### src/rtl/spi_sub_sync.sv
// SPI subordinate running entirely on i_clk: cs/sclk/sdi are synchronised and sclk edges detected,
// so clock polarity, phase and frame width are build-time parameters.
//
// state  | meaning
// IDLE   | waiting for synced cs to fall
// ACTIVE | frame in progress, sampling/shifting on sclk edges
// DONE   | DATA_W bits received, extra edges ignored until cs rises
module spi_sub_sync #(
    parameter int DATA_W      = 128,
    parameter bit CPOL        = 1'b0,
    parameter bit CPHA        = 1'b1,
    parameter int SYNC_STAGES = 2
) (
    input  logic              i_clk,
    input  logic              i_rst,
    input  logic              i_cs,
    input  logic              i_sclk,
    input  logic              i_sdi,
    output logic              o_sdo,
    input  logic [DATA_W-1:0] i_tx_data,
    input  logic              i_tx_load,
    output logic [DATA_W-1:0] o_rx_data,
    output logic              o_rx_valid,
    output logic              o_frame_err,
    output logic              o_busy
);

    localparam int CNT_W = $clog2(DATA_W) + 1;

    typedef enum logic [1:0] {ST_IDLE, ST_ACTIVE, ST_DONE} state_t;

    logic [SYNC_STAGES-1:0] r_cs_sync;
    logic [SYNC_STAGES-1:0] r_sclk_sync;
    logic [SYNC_STAGES-1:0] r_sdi_sync;
    logic                   r_cs_d;
    logic                   r_sclk_d;

    state_t                 r_state;
    logic [CNT_W-1:0]       r_bit_cnt;
    logic [DATA_W-1:0]      r_tx_buf;
    logic [DATA_W-1:0]      r_tx_shift;
    logic [DATA_W-1:0]      r_rx_shift;
    logic [DATA_W-1:0]      r_rx_data;
    logic                   r_rx_valid;
    logic                   r_frame_err;

    logic                   w_cs;
    logic                   w_sclk;
    logic                   w_sdi;
    logic                   w_lead;
    logic                   w_trail;
    logic                   w_sample;
    logic                   w_shift;
    logic                   w_cs_fall;
    logic                   w_cs_rise;
    logic [DATA_W-1:0]      w_rx_next;

    // Synchroniser reset values match the idle bus, so leaving reset never looks like an edge.
    always_ff @(posedge i_clk or posedge i_rst) begin
        if (i_rst) begin
            r_cs_sync   <= '1;
            r_sclk_sync <= {SYNC_STAGES{CPOL}};
            r_sdi_sync  <= '0;
            r_cs_d      <= 1'b1;
            r_sclk_d    <= CPOL;
        end else begin
            r_cs_sync   <= {r_cs_sync[SYNC_STAGES-2:0], i_cs};
            r_sclk_sync <= {r_sclk_sync[SYNC_STAGES-2:0], i_sclk};
            r_sdi_sync  <= {r_sdi_sync[SYNC_STAGES-2:0], i_sdi};
            r_cs_d      <= w_cs;
            r_sclk_d    <= w_sclk;
        end
    end

    assign w_cs      = r_cs_sync[SYNC_STAGES-1];
    assign w_sclk    = r_sclk_sync[SYNC_STAGES-1];
    assign w_sdi     = r_sdi_sync[SYNC_STAGES-1];
    assign w_lead    = (w_sclk != CPOL) && (r_sclk_d == CPOL);
    assign w_trail   = (w_sclk == CPOL) && (r_sclk_d != CPOL);
    assign w_sample  = CPHA ? w_trail : w_lead;
    assign w_shift   = CPHA ? w_lead : w_trail;
    assign w_cs_fall = !w_cs && r_cs_d;
    assign w_cs_rise = w_cs && !r_cs_d;
    assign w_rx_next = {r_rx_shift[DATA_W-2:0], w_sdi};

    always_ff @(posedge i_clk or posedge i_rst) begin
        if (i_rst) begin
            r_state     <= ST_IDLE;
            r_bit_cnt   <= '0;
            r_tx_buf    <= '0;
            r_tx_shift  <= '0;
            r_rx_shift  <= '0;
            r_rx_data   <= '0;
            r_rx_valid  <= 1'b0;
            r_frame_err <= 1'b0;
        end else begin
            r_rx_valid  <= 1'b0;
            r_frame_err <= 1'b0;
            if (i_tx_load) begin
                r_tx_buf <= i_tx_data;
            end
            case (r_state)
                ST_IDLE: begin
                    if (w_cs_fall) begin
                        r_state    <= ST_ACTIVE;
                        r_bit_cnt  <= '0;
                        r_tx_shift <= r_tx_buf;
                    end
                end
                ST_ACTIVE: begin
                    if (w_cs_rise) begin
                        r_frame_err <= 1'b1;
                        r_state     <= ST_IDLE;
                    end else if (w_sample) begin
                        r_rx_shift <= w_rx_next;
                        r_bit_cnt  <= r_bit_cnt + CNT_W'(1);
                        if (r_bit_cnt == CNT_W'(DATA_W - 1)) begin
                            r_rx_data  <= w_rx_next;
                            r_rx_valid <= 1'b1;
                            r_state    <= ST_DONE;
                        end
                    end else if (w_shift && (r_bit_cnt != '0)) begin
                        // First shift edge is skipped so the MSB is held until the first sample.
                        r_tx_shift <= {r_tx_shift[DATA_W-2:0], 1'b0};
                    end
                end
                ST_DONE: begin
                    if (w_cs_rise) begin
                        r_state <= ST_IDLE;
                    end
                end
                default: r_state <= ST_IDLE;
            endcase
        end
    end

    assign o_sdo       = (r_state == ST_ACTIVE) && r_tx_shift[DATA_W-1];
    assign o_rx_data   = r_rx_data;
    assign o_rx_valid  = r_rx_valid;
    assign o_frame_err = r_frame_err;
    assign o_busy      = (r_state != ST_IDLE);

endmodule

### config.mk
export PLATFORM = sky130hd
export DESIGN_NAME = spi_sub_sync
export DESIGN_NICKNAME = d
export VERILOG_FILES = /design/src/rtl/spi_sub_sync.sv
export SDC_FILE = /design/constraint.sdc
export NUM_CORES = 1
export LEC_CHECK = 0
export CAP_MARGIN = 0
export CORE_ASPECT_RATIO = 1.25
export CORE_MARGIN = 4
export CORE_UTILIZATION = 56
export CTS_CLUSTER_SIZE = 16
export DETAILED_ROUTE_END_ITERATION = 6
export PLACE_DENSITY = 0.9
export SLEW_MARGIN = 20
export SYNTH_ARGS = -nofsm -noshare
export SYNTH_HDL_FRONTEND = slang
export SYNTH_SLANG_ARGS = --single-unit
export TNS_END_PERCENT = 5
### constraint.sdc
create_clock -name i_clk -period 17.98 [get_ports i_clk]
set_input_delay 1.798 -clock i_clk [delete_from_list [all_inputs] [get_ports i_clk]]
set_output_delay 1.798 -clock i_clk [all_outputs]
set_load 0.02 [all_outputs]
== Yosys cells after proc, flatten, opt, wreduce, memory -nomap -nowiden ==
Cells that the tools add are included.

* $add $sub $neg: 1
* Eq/ne operators: 11
* Mux-type cells: 21
* Bitwise logic cells: 3
* Reduce and logical (&&, ||, !) cells: 17

{| class="wikitable"
|+ Operators with widths
! operator !! number
|-
| $mux 128 || 4
|-
| $pmux 128 s2 || 1
|-
| $mux 8 || 3
|-
| $pmux 8 s2 || 1
|-
| $ne 2x2->1 const B || 6
|-
| $reduce_and 4->1 || 3
|-
| $mux 2 || 5
|-
| $add 8x1->8 const B || 1
|-
| $eq 8x7->1 const B || 1
|-
| $reduce_bool 8->1 || 1
|-
| $logic_and 1x1->1 || 6
|-
| $mux 1 || 6
|-
| $ne 3x3->1 const B || 2
|-
| $pmux 2 s3 || 1
|-
| $reduce_and 5->1 || 1
|-
| $reduce_bool 2->1 || 2
|-
| $not 1->1 || 3
|-
| $reduce_and 3->1 || 1
|-
| $eq 2x1->1 const B || 1
|-
| $eq 2x2->1 const B || 1
|-
| $logic_not 1->1 || 2
|-
| $logic_not 2->1 || 1
|}

* Flip-flop bits (word level): 531
* Input port bits: 134
* Word-level logic and storage cells: 66

== Longest topological paths before layout ==
Gate-level depths: netlist of run 1.

* Depth in word-level cells: 7
* Mapped depth: 8

== Worst setup path before layout of run 1 ==
No wires, ideal clock.

* Path kind: flip-flop to output port
* From: register r_state[1]
* To: output port o_sdo
* Data arrival time: 1.410 ns
* Slack: 14.772 ns
* Stages on the path, launching flop included: 6
* Cell sequence: dfrtp_1 -> nor2b_1 -> buf_2 -> clkbuf_1 -> clkbuf_1 -> and2_1

* Cells in the longest elaborated chain, start to end: 2

{| class="wikitable"
|+ RTL lines
! item !! RTL line !! source
|-
| from (decl) || 38 || <nowiki>state_t r_state;</nowiki>
|-
| from (signal assigned) || 88 || <nowiki>r_state <= ST_IDLE;</nowiki>
|-
| from (signal assigned) || 105 || <nowiki>r_state <= ST_ACTIVE;</nowiki>
|-
| from (signal assigned) || 113 || <nowiki>r_state <= ST_IDLE;</nowiki>
|-
| $eq 2x1->1 || 137 || <nowiki>assign o_sdo = (r_state == ST_ACTIVE) && r_tx_shift[DATA_W-1];</nowiki>
|-
| $logic_and 1x1->1 || 137 ||
|-
| to (decl) || 19 || <nowiki>output logic o_sdo,</nowiki>
|}

Every way passes these cells.

== Final worst setup path of run 1 ==
* From: register r_state[0]
* To: output port o_sdo

The elaborated chain is that of the path after synthesis.

==> results of run 1 <==
metal layers:
layer	wire length, um	share of wire [%]	vias to the layer above
li1	-	-	6408
met1	19500	40	7270
met2	24000	50	442
met3	3640	7.5	97
met4	1270	2.6	0
met5	0	0	-
layout by cell type (no fill, tap or decap), types with 3 or more instances in the layout:
cell / count
nand2_1: 766
dfrtp_1: 528
mux2_2: 264
clkdlybuf4s50_1: 264
mux2_4: 119
clkbuf_16: 51
clkinv_2: 14
buf_4: 9
clkbuf_8: 8
clkbuf_1: 7
nand3_1: 6
bufinv_16: 6
nor2_1: 5
o21ai_0: 5
inv_1: 4
nand2b_1: 4
inv_6: 4
clkinvlp_4: 4
nor4_1: 3
a21oi_1: 3
buf_12: 3
dfstp_2: 3
stage by stage:
| stage | power [mW] | std cells | hold slack, ns | area [sq um] |
|---|---|---|---|---|
| after CTS | 3.14 | 2602 | 0.359 | 26500 |
| after detailed placement | 2.02 | 2507 | 0.345 | 24800 |
| final | 3.12 | 2603 | 0.355 | 26500 |
| after global placement | 1.99 | 2507 | 0.336 | 24800 |
| after floorplan | 1.90 | 1841 | 0.331 | 21900 |
| after global routing | 3.27 | 2603 | 0.364 | 26500 |
flip-flops by register name, summed over array words and instances, names as in the netlist:
name / cells
r_sdi_sync: 2
r_bit_cnt: 8
o_frame_err: 1
r_sclk_sync: 2
r_tx_buf: 128
o_rx_data: 128
r_cs_sync: 2
r_sclk_d: 1
r_tx_shift: 128
r_state: 2
r_rx_shift: 127
o_rx_valid: 1
r_cs_d: 1
worst max path at each step:
stage                    to  slack, ns  startpoint
2_1_floorplan   o_frame_err       1.35       i_rst
3_3_place_gp   r_tx_buf[33]      13.36       i_rst
3_5_place_dp   r_tx_buf[34]      13.32       i_rst
4_1_cts               o_sdo      13.62  r_state[0]
5_1_grt               o_sdo      13.50  r_state[0]
6_report              o_sdo      13.62  r_state[0]
area by class of cell:
type / count / area [sq um] / area share [%]
clock inverters: 29 / 324 / 1.22
multi-input cells: 1203 / 8050 / 30.4
flip-flops and latches: 531 / 13300 / 50.1
inverters: 5 / 26.3 / 0.0991
well taps: 492 / 616 / 2.32
repair buffers: 277 / 2800 / 10.6
clock buffers: 66 / 1410 / 5.33
power by group through the flow:
stage | registers (mW) | logic, mW | clock network, mW
after global routing | 1.50 | 0.591 | 1.18
after detailed placement | 1.49 | 0.528 | 0
after floorplan | 1.46 | 0.438 | 0
final | 1.48 | 0.540 | 1.10
after CTS | 1.48 | 0.541 | 1.12
after global placement | 1.48 | 0.506 | 0
logic make-up after synthesis:
kind of cell    synth area share [%]
simple gates                    14.2
flops                           60.6
mux                             21.8
buf+inv                         2.92
compound gates                 0.325
xor+xnor                      0.0799
fa+ha+maj                      0.114
==> impl_metrics.yaml, run 1 <==
critical_path:
  r2r-end: "r_tx_shift[68]"
  critical-path-max-stage-delay_ns: 0.65
  arrival_ns: 2.56
  worst_setup_path_end_kind: "output pin"
  critical_path_class: "register to output pin"
  ff2ff_setup_slack_ns: 14.85
  worstSetupStartpointType: "register"
  crit_slowest_cell: "nor2b_4"
  crit-reg2reg-launch: "r_state[0]"
  required_ns: 16.18
  worst-path-stages: 3
  path_delay_family: "simple AND/OR/NAND/NOR gates"
  path_buf_inv: 1
  critical_path_peak_fanout: 29
  cp_cell_sequence: "nor2b_4 > and2_1 > clkdlybuf4s50_1"
  reg2reg_depth: 5
routing:
  drtIter0Drc: 891
  postRouteWirelength_um: 48400
  num_vias: 14200
  wl_per_cell_um: 18.6
  vias_per_cell: 5.46
  drc: 0
  firstDrtPassIters: 5
  antenna_left: 0
hold_path:
  min-delay-start: "r_sdi_sync[0]"
  holdCritPathClass: "register to register"
  whs_path_depth: 0
  min_to: "r_sdi_sync[1]"
placed_design:
  portBuffers: 265
  globalplace.congestion: 0.776
  dpl.hpwl_um: 28900
  place_ws_ns: 13.32
floorplan:
  num_io_pins: 266
  fp.dieW_um: 185
  placementRows: 80
  dieArea_sq_um: 42400
  chipHeight_um: 229
  coreArea_sq_um: 38400
  initial_core_util_pct: 57.1
layout:
  final.fill_count: 2518
  nets: 2205
  diodes: 0
  synthToLayoutAreaGrowth_pct: 20.9
  drive_gt1_share_pct: 23.5
  final_util_pct: 69.0
outcome:
  status: "complete, no violations"
grt:
  antenna_found_initial: 0
  grt_use_total_pct: 22.6
  grt_max_degree: 178
  gr-total-overflow: 0
  grtUsageMet1_pct: 29.3
  grt_pass1_vias: 15400
  use_met2_pct: 37.7
  gr-usage-met3_pct: 6.30
  grt_pass1_wl_um: 78800
  grt-busiest-layer: "met2"
synth:
  synthTopCellsByCount: "766 x nand2_1, 528 x dfrtp_1, 264 x mux2_2"
  ys_ff_latch: 531
  synthFlopType: "dfrtp_1"
  synth_seq_area_share_pct: 60.6
  synthTopCellsByArea: "dfrtp_1 60%, mux2_2 14%, nand2_1 13%"
  syn_inst: 1841
  syn_area_sq_um: 21900
  yosysTopAreaCellShare_pct: 60.2
  ys_async_sr_fraction_pct: 100
  ys_types: 36
  synth_warnings: 0
  syn_nets: 1977
  synth.most_common_cell: "nand2_1"
  synth-edff-count: 0
  synth_area_leader_cell: "dfrtp_1"
  post_synth.cell_area_avg_sq_um: 11.9
cts:
  hold_buffers: 0
  post_cts_buffers: 0
  cts.path.max_buffers: 3
  h-tree-depth: 2
  cts_buffers: 51
  cts_tree: "yes"
  clk_pin_slew_worst_paths_ns: 0.06
  cts_sinks: 531
  cts_root_buf: "clkbuf_16"
  clock_latency_ns: 0.56
  cts_resized: 0
timing:
  setup_tns_ns: 0
  maxSlewHeadroom_pct: 23.7
  max_freq_mhz: 230
  worst_slack_ns: 13.62
  rsz0062_at_grt: "no"
  finalHoldViolCount: 0
  setup_viol: 0
  final.period_utilization_pct: 24.2
  fin_crit_ns: 4.36
  finalClockSkew_ns: 0.0160
  finalMaxSlewViolations: 0
  worstMarginPinSlew_ns: 1.14
power_and_ir_drop:
  ir_drop_v: 0.0000754
  comb_power_share_pct: 17.3
  power.switching_uw: 802
  p_leak_nw: 13.3
  clkPwrFrac_pct: 35.3
  p_sw_share_pct: 25.7
  powerDensity_nw_per_um2: 118
  p_int_mw: 2.32
  seqPwrFrac_pct: 47.4
run:
  cap_violations: 0
(Power assumes the default switching activity.)
==> inputs of run 2 (changes only) <==
--- a/config.mk
+++ b/config.mk
@@ -8,10 +8,10 @@
 export CAP_MARGIN = 0
 export CORE_ASPECT_RATIO = 1.25
 export CORE_MARGIN = 4
-export CORE_UTILIZATION = 56
+export CORE_UTILIZATION = 50
 export CTS_CLUSTER_SIZE = 16
 export DETAILED_ROUTE_END_ITERATION = 6
-export PLACE_DENSITY = 0.9
+export PLACE_DENSITY = 0.86
 export SLEW_MARGIN = 20
 export SYNTH_ARGS = -nofsm -noshare
 export SYNTH_HDL_FRONTEND = slang
==> constraint.sdc (replaced) <==
create_clock -name i_clk -period 3.7 [get_ports i_clk]
set_input_delay 0.37 -clock i_clk [delete_from_list [all_inputs] [get_ports i_clk]]
set_output_delay 0.37 -clock i_clk [all_outputs]
set_load 0.02 [all_outputs]
==> run 2 against run 1 <==
Combinational power rose to 4.8 times the previous value. Non-clock buffer count up 16. Worst setup slack worse by 13 ns. Global-route usage down 1.9 points. Via count down 0.83%. Core utilization down 6.5 points. Critical endpoint unchanged. Largest cell class unchanged. Largest power group unchanged.
==> impl_metrics.yaml, run 2 (same netlist as run 1, synthesis figures left out) <==
cts:
  cts.path.max_buffers: 3
  clock_latency_ns: 0.59
  cts_buffers: 52
  post_cts_buffers: 0
  cts_sinks: 531
  cts_tree: "yes"
  hold_buffers: 0
  cts_root_buf: "clkbuf_16"
  clk_pin_slew_worst_paths_ns: 0.06
  cts_resized: 0
  h-tree-depth: 2
placed_design:
  dpl.hpwl_um: 30400
  portBuffers: 265
  place_ws_ns: 1.06
  globalplace.congestion: 0.789
hold_path:
  holdCritPathClass: "input pin to register"
critical_path:
  path_buf_inv: 2
  critical-path-max-stage-delay_ns: 0.61
  cp-startpoint: "r_state[0]"
  ff2ff_setup_slack_ns: 1.06
  cp_cell_sequence: "nor2b_4 > buf_4 > and2_1 > clkdlybuf4s50_1"
  crit-reg2reg-launch: "r_bit_cnt[0]"
  arrival_ns: 2.72
  crit_slowest_cell: "clkdlybuf4s50_1"
  critical_path_peak_fanout: 63
  worst_setup_path_end_kind: "output pin"
  reg2reg_depth: 6
  worstSetupStartpointType: "register"
  path_delay_family: "buffers and inverters"
  critical_path_class: "register to output pin"
  worst-path-stages: 4
  required_ns: 3.33
  r2r-end: "o_rx_data[90]"
  crit_end: "o_sdo"
power_and_ir_drop:
  ir_drop_v: 0.000492
  powerDensity_nw_per_um2: 577
  p_leak_nw: 13.4
layout:
  synthToLayoutAreaGrowth_pct: 22.9
  layout_common_cells: "766 x nand2_1, 528 x dfrtp_1, 264 x mux2_2, 264 x clkdlybuf4s50_1, 119 x mux2_4"
  final.fill_count: 3186
  drive_gt1_share_pct: 24.2
  final_util_pct: 62.4
  layout_commonest_cell: "nand2_1"
  diodes: 0
  nets: 2222
timing:
  finalMaxSlewViolations: 0
  finalHoldViolCount: 0
  setup_viol: 0
  rsz0062_at_grt: "no"
  finalClockSkew_ns: 0.0249
  maxSlewHeadroom_pct: 44.7
  max_freq_mhz: 324
  final.period_utilization_pct: 83.4
  fin_crit_ns: 3.09
  worstMarginPinSlew_ns: 0.830
  worst_slack_ns: 0.614
grt:
  grt_max_degree: 130
  grt_pass1_wl_um: 81200
  gr-total-overflow: 0
  antenna_found_initial: 2
  grt_use_total_pct: 20.7
  grt_pass1_vias: 15300
floorplan:
  dieArea_sq_um: 47300
  initial_core_util_pct: 50.8
  fp.dieW_um: 195
  chipHeight_um: 242
  coreArea_sq_um: 43200
  num_io_pins: 266
  placementRows: 85
routing:
  postRouteWirelength_um: 49100
  num_vias: 14100
  wl_per_cell_um: 18.2
  drc: 0
  firstDrtPassIters: 5
  antenna_left: 0
  vias_per_cell: 5.24
  drtIter0Drc: 681
outcome:
  status: "complete, no violations"
run:
  cap_violations: 0
-- run 2: cell types whose count changed in the layout (fill, tap and decap cells not counted), moves of 2 or more --
cell and change:
buf_12 +8, buf_4 +9, clkbuf_1 -3, clkbuf_16 +2, clkbuf_8 +11, clkinv_2 -8
-- run 2: how the worst min path moves through the flow --
stage                                 to  cells past startpoint  slack, ns            from
after floorplan           r_sclk_sync[1]                      0       0.33  r_sclk_sync[0]
after global placement     r_sdi_sync[1]                      0       0.34   r_sdi_sync[0]
after detailed placement  r_sclk_sync[1]                      0       0.34  r_sclk_sync[0]
after CTS                   r_cs_sync[0]                      1       0.15            i_cs
after global routing        r_cs_sync[0]                      1       0.16            i_cs
final                       r_cs_sync[0]                      1       0.19            i_cs
-- run 2: layout make-up --
| class | count | area (sq um) | share of cell area [%] |
|---|---|---|---|
| clock inverters | 19 | 293 | 1.09 |
| flip-flops and latches | 531 | 13300 | 49.3 |
| repair buffers | 293 | 3000 | 11.1 |
| clock buffers | 76 | 1600 | 5.94 |
| multi-input cells | 1203 | 8050 | 29.9 |
| inverters | 5 | 22.5 | 0.0835 |
| well taps | 565 | 707 | 2.62 |
-- run 2: where the power goes --
part | internal (mW) | total (mW) | switching, mW
sequential | 6.67 | 7.22 | 0.549
clock | 3.49 | 5.74 | 2.25
combinational | 1.49 | 2.60 | 1.11
total | 11.7 | 15.6 | 3.90
-- run 2: metal layers --
metal	part of all wire (%)	wire (um)	vias to the layer above	global-route usage (%)
met4	1.8	898	4	4.58
met1	41	20200	7179	27.2
li1	-	-	6442	-
met2	49	24200	403	34.3
met3	7.6	3740	71	6.16
met5	0.057	28	-	0
-- run 2: metrics by stage --
step | instance area (sq um) | total power [mW] | TNS, ns | std cells | hold WS (ns)
after global placement | 25100 | 9.70 | 0 | 2597 | 0.336
after detailed placement | 25100 | 9.87 | 0 | 2597 | 0.339
after CTS | 27000 | 15.7 | 0 | 2692 | 0.149
final | 27000 | 15.6 | 0 | 2692 | 0.189
after global routing | 27000 | 16.3 | 0 | 2692 | 0.164
after floorplan | 21900 | 9.24 | -2057.21 | 1841 | 0.331
